<file path="src/rtl/tdc_hit_arbiter.sv">
// rtl/tdc_hit_arbiter.sv - fixed-priority arbiter merging per-channel TDC hits into one output stream
// Each channel has one slot. Hits that land on an occupied slot are counted as drops.

module tdc_hit_arbiter #(
    parameter int    WIDTH        = 8,
    parameter int    DATA_WIDTH   = 16,
    parameter string LSB_PRIORITY = "LOW",
    parameter int    DROP_WIDTH   = 16
) (
    input  logic                          clock,
    input  logic                          reset_n,
    input  logic [WIDTH-1:0]              hit_valid,
    input  logic [WIDTH*DATA_WIDTH-1:0]   hit_data,
    output logic                          out_valid,
    input  logic                          out_ready,
    output logic [$clog2(WIDTH)-1:0]      out_channel,
    output logic [DATA_WIDTH-1:0]         out_data,
    output logic [WIDTH-1:0]              pending,
    output logic [DROP_WIDTH-1:0]         drop_count,
    input  logic                          drop_clear
);

    localparam int CW = $clog2(WIDTH);
    localparam int NW = $clog2(WIDTH + 1);
    localparam int SW = ((DROP_WIDTH > NW) ? DROP_WIDTH : NW) + 1;
    localparam bit MSB_WINS = (LSB_PRIORITY != "HIGH");
    localparam logic [DROP_WIDTH-1:0] DROP_MAX = '1;

    logic [DATA_WIDTH-1:0] payload_q [WIDTH];
    logic                  loadable;
    logic                  grant_valid;
    logic [CW-1:0]         grant_idx;
    logic [WIDTH-1:0]      freed;
    logic [WIDTH-1:0]      capture;
    logic [WIDTH-1:0]      drop;
    logic [WIDTH-1:0]      pending_d;
    logic [NW-1:0]         drop_num;
    logic [SW-1:0]         drop_sum;

    assign loadable    = !out_valid || out_ready;
    assign grant_valid = loadable && (|pending);

    // Later assignments override earlier ones, so loop order sets which end wins.
    always_comb begin
        grant_idx = '0;
        if (MSB_WINS) begin
            for (int i = 0; i < WIDTH; i++) begin
                if (pending[i]) grant_idx = CW'(i);
            end
        end else begin
            for (int i = WIDTH - 1; i >= 0; i--) begin
                if (pending[i]) grant_idx = CW'(i);
            end
        end
    end

    always_comb begin
        freed = '0;
        if (grant_valid) freed[grant_idx] = 1'b1;
        capture   = hit_valid & (~pending | freed);
        drop      = hit_valid & pending & ~freed;
        pending_d = (pending & ~freed) | capture;
        drop_num  = '0;
        for (int i = 0; i < WIDTH; i++) begin
            drop_num = drop_num + NW'(drop[i]);
        end
        drop_sum = SW'(drop_count) + SW'(drop_num);
    end

    always_ff @(posedge clock or negedge reset_n) begin
        if (!reset_n) begin
            pending <= '0;
            for (int i = 0; i < WIDTH; i++) begin
                payload_q[i] <= '0;
            end
        end else begin
            pending <= pending_d;
            for (int i = 0; i < WIDTH; i++) begin
                if (capture[i]) payload_q[i] <= hit_data[i*DATA_WIDTH +: DATA_WIDTH];
            end
        end
    end

    always_ff @(posedge clock or negedge reset_n) begin
        if (!reset_n) begin
            out_valid   <= 1'b0;
            out_channel <= '0;
            out_data    <= '0;
        end else if (loadable) begin
            if (grant_valid) begin
                out_valid   <= 1'b1;
                out_channel <= grant_idx;
                out_data    <= payload_q[grant_idx];
            end else begin
                out_valid   <= 1'b0;
            end
        end
    end

    // Clear takes precedence and swallows any drops seen on the same edge.
    always_ff @(posedge clock or negedge reset_n) begin
        if (!reset_n) begin
            drop_count <= '0;
        end else if (drop_clear) begin
            drop_count <= '0;
        end else if (drop_sum > SW'(DROP_MAX)) begin
            drop_count <= DROP_MAX;
        end else begin
            drop_count <= drop_sum[DROP_WIDTH-1:0];
        end
    end

endmodule

</file>
<file path="config.mk">
export PLATFORM = sky130hd
export DESIGN_NAME = tdc_hit_arbiter
export DESIGN_NICKNAME = d
export VERILOG_FILES = /design/src/rtl/tdc_hit_arbiter.sv
export SDC_FILE = /design/constraint.sdc
export NUM_CORES = 1
export LEC_CHECK = 0
export CORE_ASPECT_RATIO = 0.6
export CORE_UTILIZATION = 41
export CTS_BUF_LIST = sky130_fd_sc_hd__clkbuf_8
export CTS_CLUSTER_SIZE = 16
export DETAILED_ROUTE_END_ITERATION = 10
export MAX_ROUTING_LAYER = met4
export PLACE_DENSITY = 0.68
export SYNTH_ARGS = -nofsm -noshare
export SYNTH_HDL_FRONTEND = slang
export SYNTH_SLANG_ARGS = --single-unit
export TNS_END_PERCENT = 10
</file>
<file path="constraint.sdc">
create_clock -name clock -period 10.4 [get_ports clock]
set_input_delay 1.04 -clock clock [delete_from_list [all_inputs] [get_ports clock]]
set_output_delay 1.04 -clock clock [all_outputs]
set_load 0.02 [all_outputs]
</file>
After elaboration in Yosys (flattened, before gate mapping)
Index checks and enable logic that the tools add are counted.
{"block": "word_totals", "ff_bits": 172, "input_bits": 140, "out_inout_bits": 44, "elab_cells": 56}
{"block": "op_classes", "addsub": 8, "magnitude_cmp": 4, "muxes": 16, "bitwise_logic": 9, "reduce_logical": 6}
{"cell": "2-to-1 mux 16 bit", "n": 4}
{"cell": "binary-select mux 16 bit (select 3 bit)", "n": 1}
{"cell": "bitwise AND 8 bit", "n": 4}
{"cell": "adder 16 x 4 -> 17 bit", "n": 1}
{"cell": "greater-than comparator 17 x 16 -> 1 bit (second input constant)", "n": 1}
{"cell": "adder 4 x 1 -> 4 bit", "n": 4}
{"cell": "inverter 8 bit", "n": 2}
{"cell": "OR 8 bit", "n": 2}
{"cell": "2-to-1 mux 3 bit", "n": 4}
{"cell": "2-to-1 mux 8 bit", "n": 1}
{"cell": "OR reduction 8 bit", "n": 1}
{"cell": "adder 3 x 1 -> 4 bit", "n": 1}
{"cell": ">= comparator 4 bit (second input constant)", "n": 1}
{"cell": "less-than comparator 3 x 4 -> 1 bit (second input constant)", "n": 1}
{"cell": "2-to-1 mux 2 bit", "n": 2}
{"cell": "inverter 3 -> 4 bit", "n": 1}
{"cell": "adder 2 x 1 -> 3 bit", "n": 1}
{"cell": "demux 1 bit (select 3 bit)", "n": 1}
{"cell": ">= comparator 3 x 1 -> 1 bit (second input constant)", "n": 1}
{"cell": "2-to-1 mux 1 bit", "n": 3}
{"cell": "adder 1 x 1 -> 2 bit", "n": 1}
{"cell": "logical AND 1 bit", "n": 2}
{"cell": "AND reduction 2 bit", "n": 1}
{"cell": "zero test 1 bit", "n": 1}
{"cell": "logical OR 1 bit", "n": 1}

Logic depth before layout (Yosys ltp)
{"block": "depth", "ltp_word": 25, "ltp_mapped": 18}

Least setup slack after synthesis
OpenSTA, ideal clock, no wires.
{"block": "synth_path", "path_type": "input to register", "startpoint": "in out_ready", "endpoint": "reg drop_count[11]", "setup_time_ps": 137, "arrival_time_ps": 5235, "t_required_ps": 10263, "path_slack_ps": 5028, "path_stages": 17, "path_cell_list": "nand2b_1 -> nand2_1 -> o21ai_0 -> nor2_1 -> fa_1 -> inv_1 -> fa_1 -> inv_1 -> fa_1 -> fa_1 -> fa_1 -> a21o_1 -> a21oi_1 -> nor2_1 -> nand2_1 -> clkbuf_1 -> a21oi_1"}
{"block": "synth_between", "elab_chain_cells": 16}
{"element": "from (decl)", "line": "15", "source": "input logic out_ready,"}
{"element": "logical OR 1 bit (*)", "line": "40", "source": "assign loadable = !out_valid || out_ready;"}
{"element": "logical AND 1 bit (*)", "line": "41", "source": "assign grant_valid = loadable && (|pending);"}
{"element": "2-to-1 mux 8 bit (*)", "line": "59", "source": "if (grant_valid) freed[grant_idx] = 1'b1;"}
{"element": "inverter 8 bit (*)", "line": "61", "source": "drop = hit_valid & pending & ~freed;"}
{"element": "bitwise AND 8 bit (*)", "line": "61"}
{"element": "adder 1 x 1 -> 2 bit", "line": "65", "source": "drop_num = drop_num + NW'(drop[i]);"}
{"element": "adder 2 x 1 -> 3 bit", "line": "65"}
{"element": "adder 3 x 1 -> 4 bit", "line": "65"}
{"element": "adder 4 x 1 -> 4 bit (3 in series)", "line": "65"}
{"element": "adder 4 x 1 -> 4 bit (*)", "line": "65"}
{"element": "adder 16 x 4 -> 17 bit (*)", "line": "67", "source": "drop_sum = SW'(drop_count) + SW'(drop_num);"}
{"element": "greater-than comparator 17 x 16 -> 1 bit", "line": "106", "source": "end else if (drop_sum > SW'(DROP_MAX)) begin"}
{"element": "2-to-1 mux 16 bit (*)", "line": "106"}
{"element": "2-to-1 mux 16 bit (*)", "line": "104", "source": "end else if (drop_clear) begin"}
{"element": "to (signal assigned)", "line": "109", "source": "drop_count <= drop_sum[DROP_WIDTH-1:0];"}
{"element": "to (decl)", "line": "19", "source": "output logic [DROP_WIDTH-1:0] drop_count,"}
Every way passes the cells marked *; elsewhere a longest branch is shown, timed or not.
A chain may end at the register's enable or synchronous reset.

Worst setup path after layout
{"block": "layout_path", "startpoint": "in out_ready", "endpoint": "reg drop_count[2]"}
Same word-level chain as after synthesis.

==> summary.md <==
| Metric | Value |
|---|---|
| Status | completed |
| Max_slew headroom | 36.3% |
| R2R depth | 16 |
| CTS Buf Count | 17 |
| Net Count, Synth | 769 |
| Final-stage net count | 947 |
| Total gr overflow | 0 |
| Initial antenna violation count | 2 |
| Final Hold Slack | 0.501 ns |
| Max Fclk | 0.174 GHz |
| Synth Warn # | 0 |
| Register bit total from synthesis | 172 |
| DRT antenna net count | 0 |
| Vias in the first global route | 5709 |
| Final core occ | 54.5% |
| Ys flop type | dfrtp_1 |
| CTS Sinks | 172 |
| Port Buffers | 183 |
| Area delta synth->final | 30.2% |
| Yosys top cell by area | dfrtp_1 |
| First drt pass iteration count | 4 |
| Wire length per cell | 19.6 um |
| Pwr Density | 164 mW/mm2 |
| First-pass GRT wire length | 32000 um |
| Largest cells by area after synthesis | dfrtp_1, mux2_2, mux2i_1, mux2_1, a21oi_1 |
| Startpoint Class | input port |
| Mapped Area | 0.00797 mm2 |
| DIE HEIGHT | 110 um |
| Post-synthesis sequential area ratio | 54.0% |
| EDFF count, synth | 0 |
| Vias per inst | 5.28 |
| CTS H-Tree Depth | 4 |
| Initial drt markers | 323 |
| Maximum VDD drop | 0.000137 V |
| Share of cells above drive strength 1 | 21.9% |
| Core footprint | 0.0190 mm2 |
| Final hold vios | 0 |
| Longest Clk Path Bufs | 2 |
| Worst hold path class | reg2reg |
| Final Total Pwr | 1.70 mW |
| Worst Path Max Fanout | 12 |
| Top cell type's share of synthesized area | 54.0% |
| Setup Skew | 0.0174 ns |
| Worst-Skew Late Latency | 0.48 ns |
| Synth Instances | 618 |
| Vias post-DR | 5586 |
| Maxcap violations | 0 |
| Syn avg cell area | 12.9 um2 |
| Routability cong. | 0.842 |
| Async S/R FF share, synth | 100% |
| Row count | 39 |
| Worst Tran Pin Value | 0.955 ns |
| Worst setup path category | in2reg |
| Cell variety after synth | 42 |
| CTS root buf | clkbuf_8 |
| Worst endpoint data arrival time | 6.09 ns |
| Die area | 0.0200 mm2 |
| Req. time, crit path | 10.73 ns |
| # setup viols final | 0 |
| Worst-path clk slew | 0.10 ns |
| I/O pin count | 184 |
| Tcrit/Tclk final | 55.4% |
| WL final | 20800 um |
| Post-CTS resize count | 0 |
| RSZ-0062 raised after global routing | no |
| Min Tclk post-route | 5.76 ns |
| Global Route Usage Sum | 22.3% |
| Leakage power | 4.43 nW |
| Fillcell total | 1601 |
| Setup TNS | 0 ns |
| Setup crit end kind | flop |
| Largest net degree at the start of global routing | 97 |
| Slew Limit Fails | 0 |
| Final HPWL from detailed placement | 15300 um |
| DIE WIDTH | 182 um |
| Min-Delay Path Depth | 1 |
| CTS tree | yes |
| Post-CTS Setup Inserts | 0 |
| Most common cell in the netlist | dfrtp_1 |
| Synth top cells by count | dfrtp_1, mux2_2, mux2i_1 |
| Post-route DRC | 0 |
| Initial Util | 41.9% |
| Hold_buf cts | 0 |
-- power by group --
group          switching, mW  leakage [nW]  internal (mW)  total, mW
Combinational          0.195          2.16          0.232      0.427
Sequential            0.0573          2.09          0.774      0.831
Clock                  0.266         0.183          0.176      0.442
Total                  0.518          4.43           1.18       1.70
-- layout make-up --
| class | count | area, um2 | area share (%) |
|---|---|---|---|
| timing repair buffer | 188 | 1870 | 18.0 |
| tap | 246 | 308 | 2.97 |
| multi-input combinational | 406 | 3480 | 33.6 |
| clock inverter | 14 | 114 | 1.10 |
| antenna | 2 | 5.00 | 0.0482 |
| sequential | 172 | 4300 | 41.5 |
| clock buffer | 18 | 248 | 2.39 |
| inverter | 11 | 41.3 | 0.398 |
-- through the flow --
step | std cells | setup WS, ns | cell area [um2]
detailed placement | 1023 | 4.18 | 10000
CTS | 1055 | 4.67 | 10400
global placement | 1023 | 4.34 | 10000
finish | 1057 | 4.64 | 10400
global route | 1057 | 4.27 | 10400
floorplan | 618 | 5.03 | 7970
-- metal layers --
layer  GRT usage [%]  vias up  wire (um)  part of all wire [%]
met3            6.41       15       1330                   6.4
met1            31.1     2826      10300                    50
met5               -        -          0                     0
met2            32.1      159       8960                    43
li1                -     2586          -                     -
met4            5.28        0        147                  0.71
-- cell families (layout without fill, tap and decap cells) --
family	after synthesis	after routing	synth area share, %
adder cells (fa/ha/maj)	11	11	2.20
buffers and inverters	40	231	2.39
multiplexers	193	193	26.5
XOR/XNOR	10	10	1.10
flip-flops	172	172	54.0
other	0	2	0
AND/OR/NAND/NOR	89	89	5.51
AO/OA/AOI/OAI	103	103	8.28
-- critical path, stage by stage --
cell and delay, ns:
clkdlybuf4s50_1 0.45, nand2b_1 0.24, nand2_1 0.10, o21ai_0 0.37
nor2_1 0.10, fa_1 0.49, inv_1 0.05, fa_1 0.52
inv_1 0.05, fa_1 0.51, fa_1 0.50, fa_1 0.43
a21o_1 0.20, a21oi_1 0.33, nor2_1 0.22, nand2_1 0.37
a21oi_1 0.13
-- cells in the final DEF (no fill, tap or decap), types with 2 or more instances in the layout --
cell type	Yosys	final
o21ai_0	21	21
nand2_2	5	5
nand2_4	2	2
fa_1	5	5
clkdlybuf4s50_1	0	182
nor3_1	4	3
a21oi_1	34	33
ha_1	6	6
xnor2_1	3	3
a31oi_1	2	2
mux2_1	20	20
nor2b_1	3	3
or2_2	3	3
o21ai_1	4	4
clkinvlp_4	0	3
inv_1	11	13
nand3_1	5	5
clkbuf_8	0	18
nand2b_1	5	5
clkinv_4	0	4
o211ai_1	17	17
mux2i_1	49	49
nand4_1	3	3
a21o_1	2	2
nand2_1	38	38
o22a_1	16	16
nor2_1	13	13
diode_2	0	2
inv_6	0	3
mux2_2	124	124
inv_8	0	2
dfrtp_1	172	172
buf_4	2	5
xor2_1	7	7
and3_1	4	4
-- state kept, by name, indices dropped and copies added, names as in the netlist --
register     count
drop_count      16
out_channel      3
payload_q      128
out_data        16
out_valid        1
pending          8
-- worst paths after layout --
check | startpoint | end | slack [ns]
setup / recovery | out_ready | drop_count[2] | 4.64
hold / removal | payload_q[57] | payload_q[57] | 0.50
setup reg to reg | pending[7] | drop_count[2] | 4.74
hold reg to reg | payload_q[57] | payload_q[57] | 0.50
max in group asynchronous | reset_n | out_channel[0] | 8.20
min in group asynchronous | reset_n | drop_count[7] | 0.62
(Power assumes the default switching activity.)
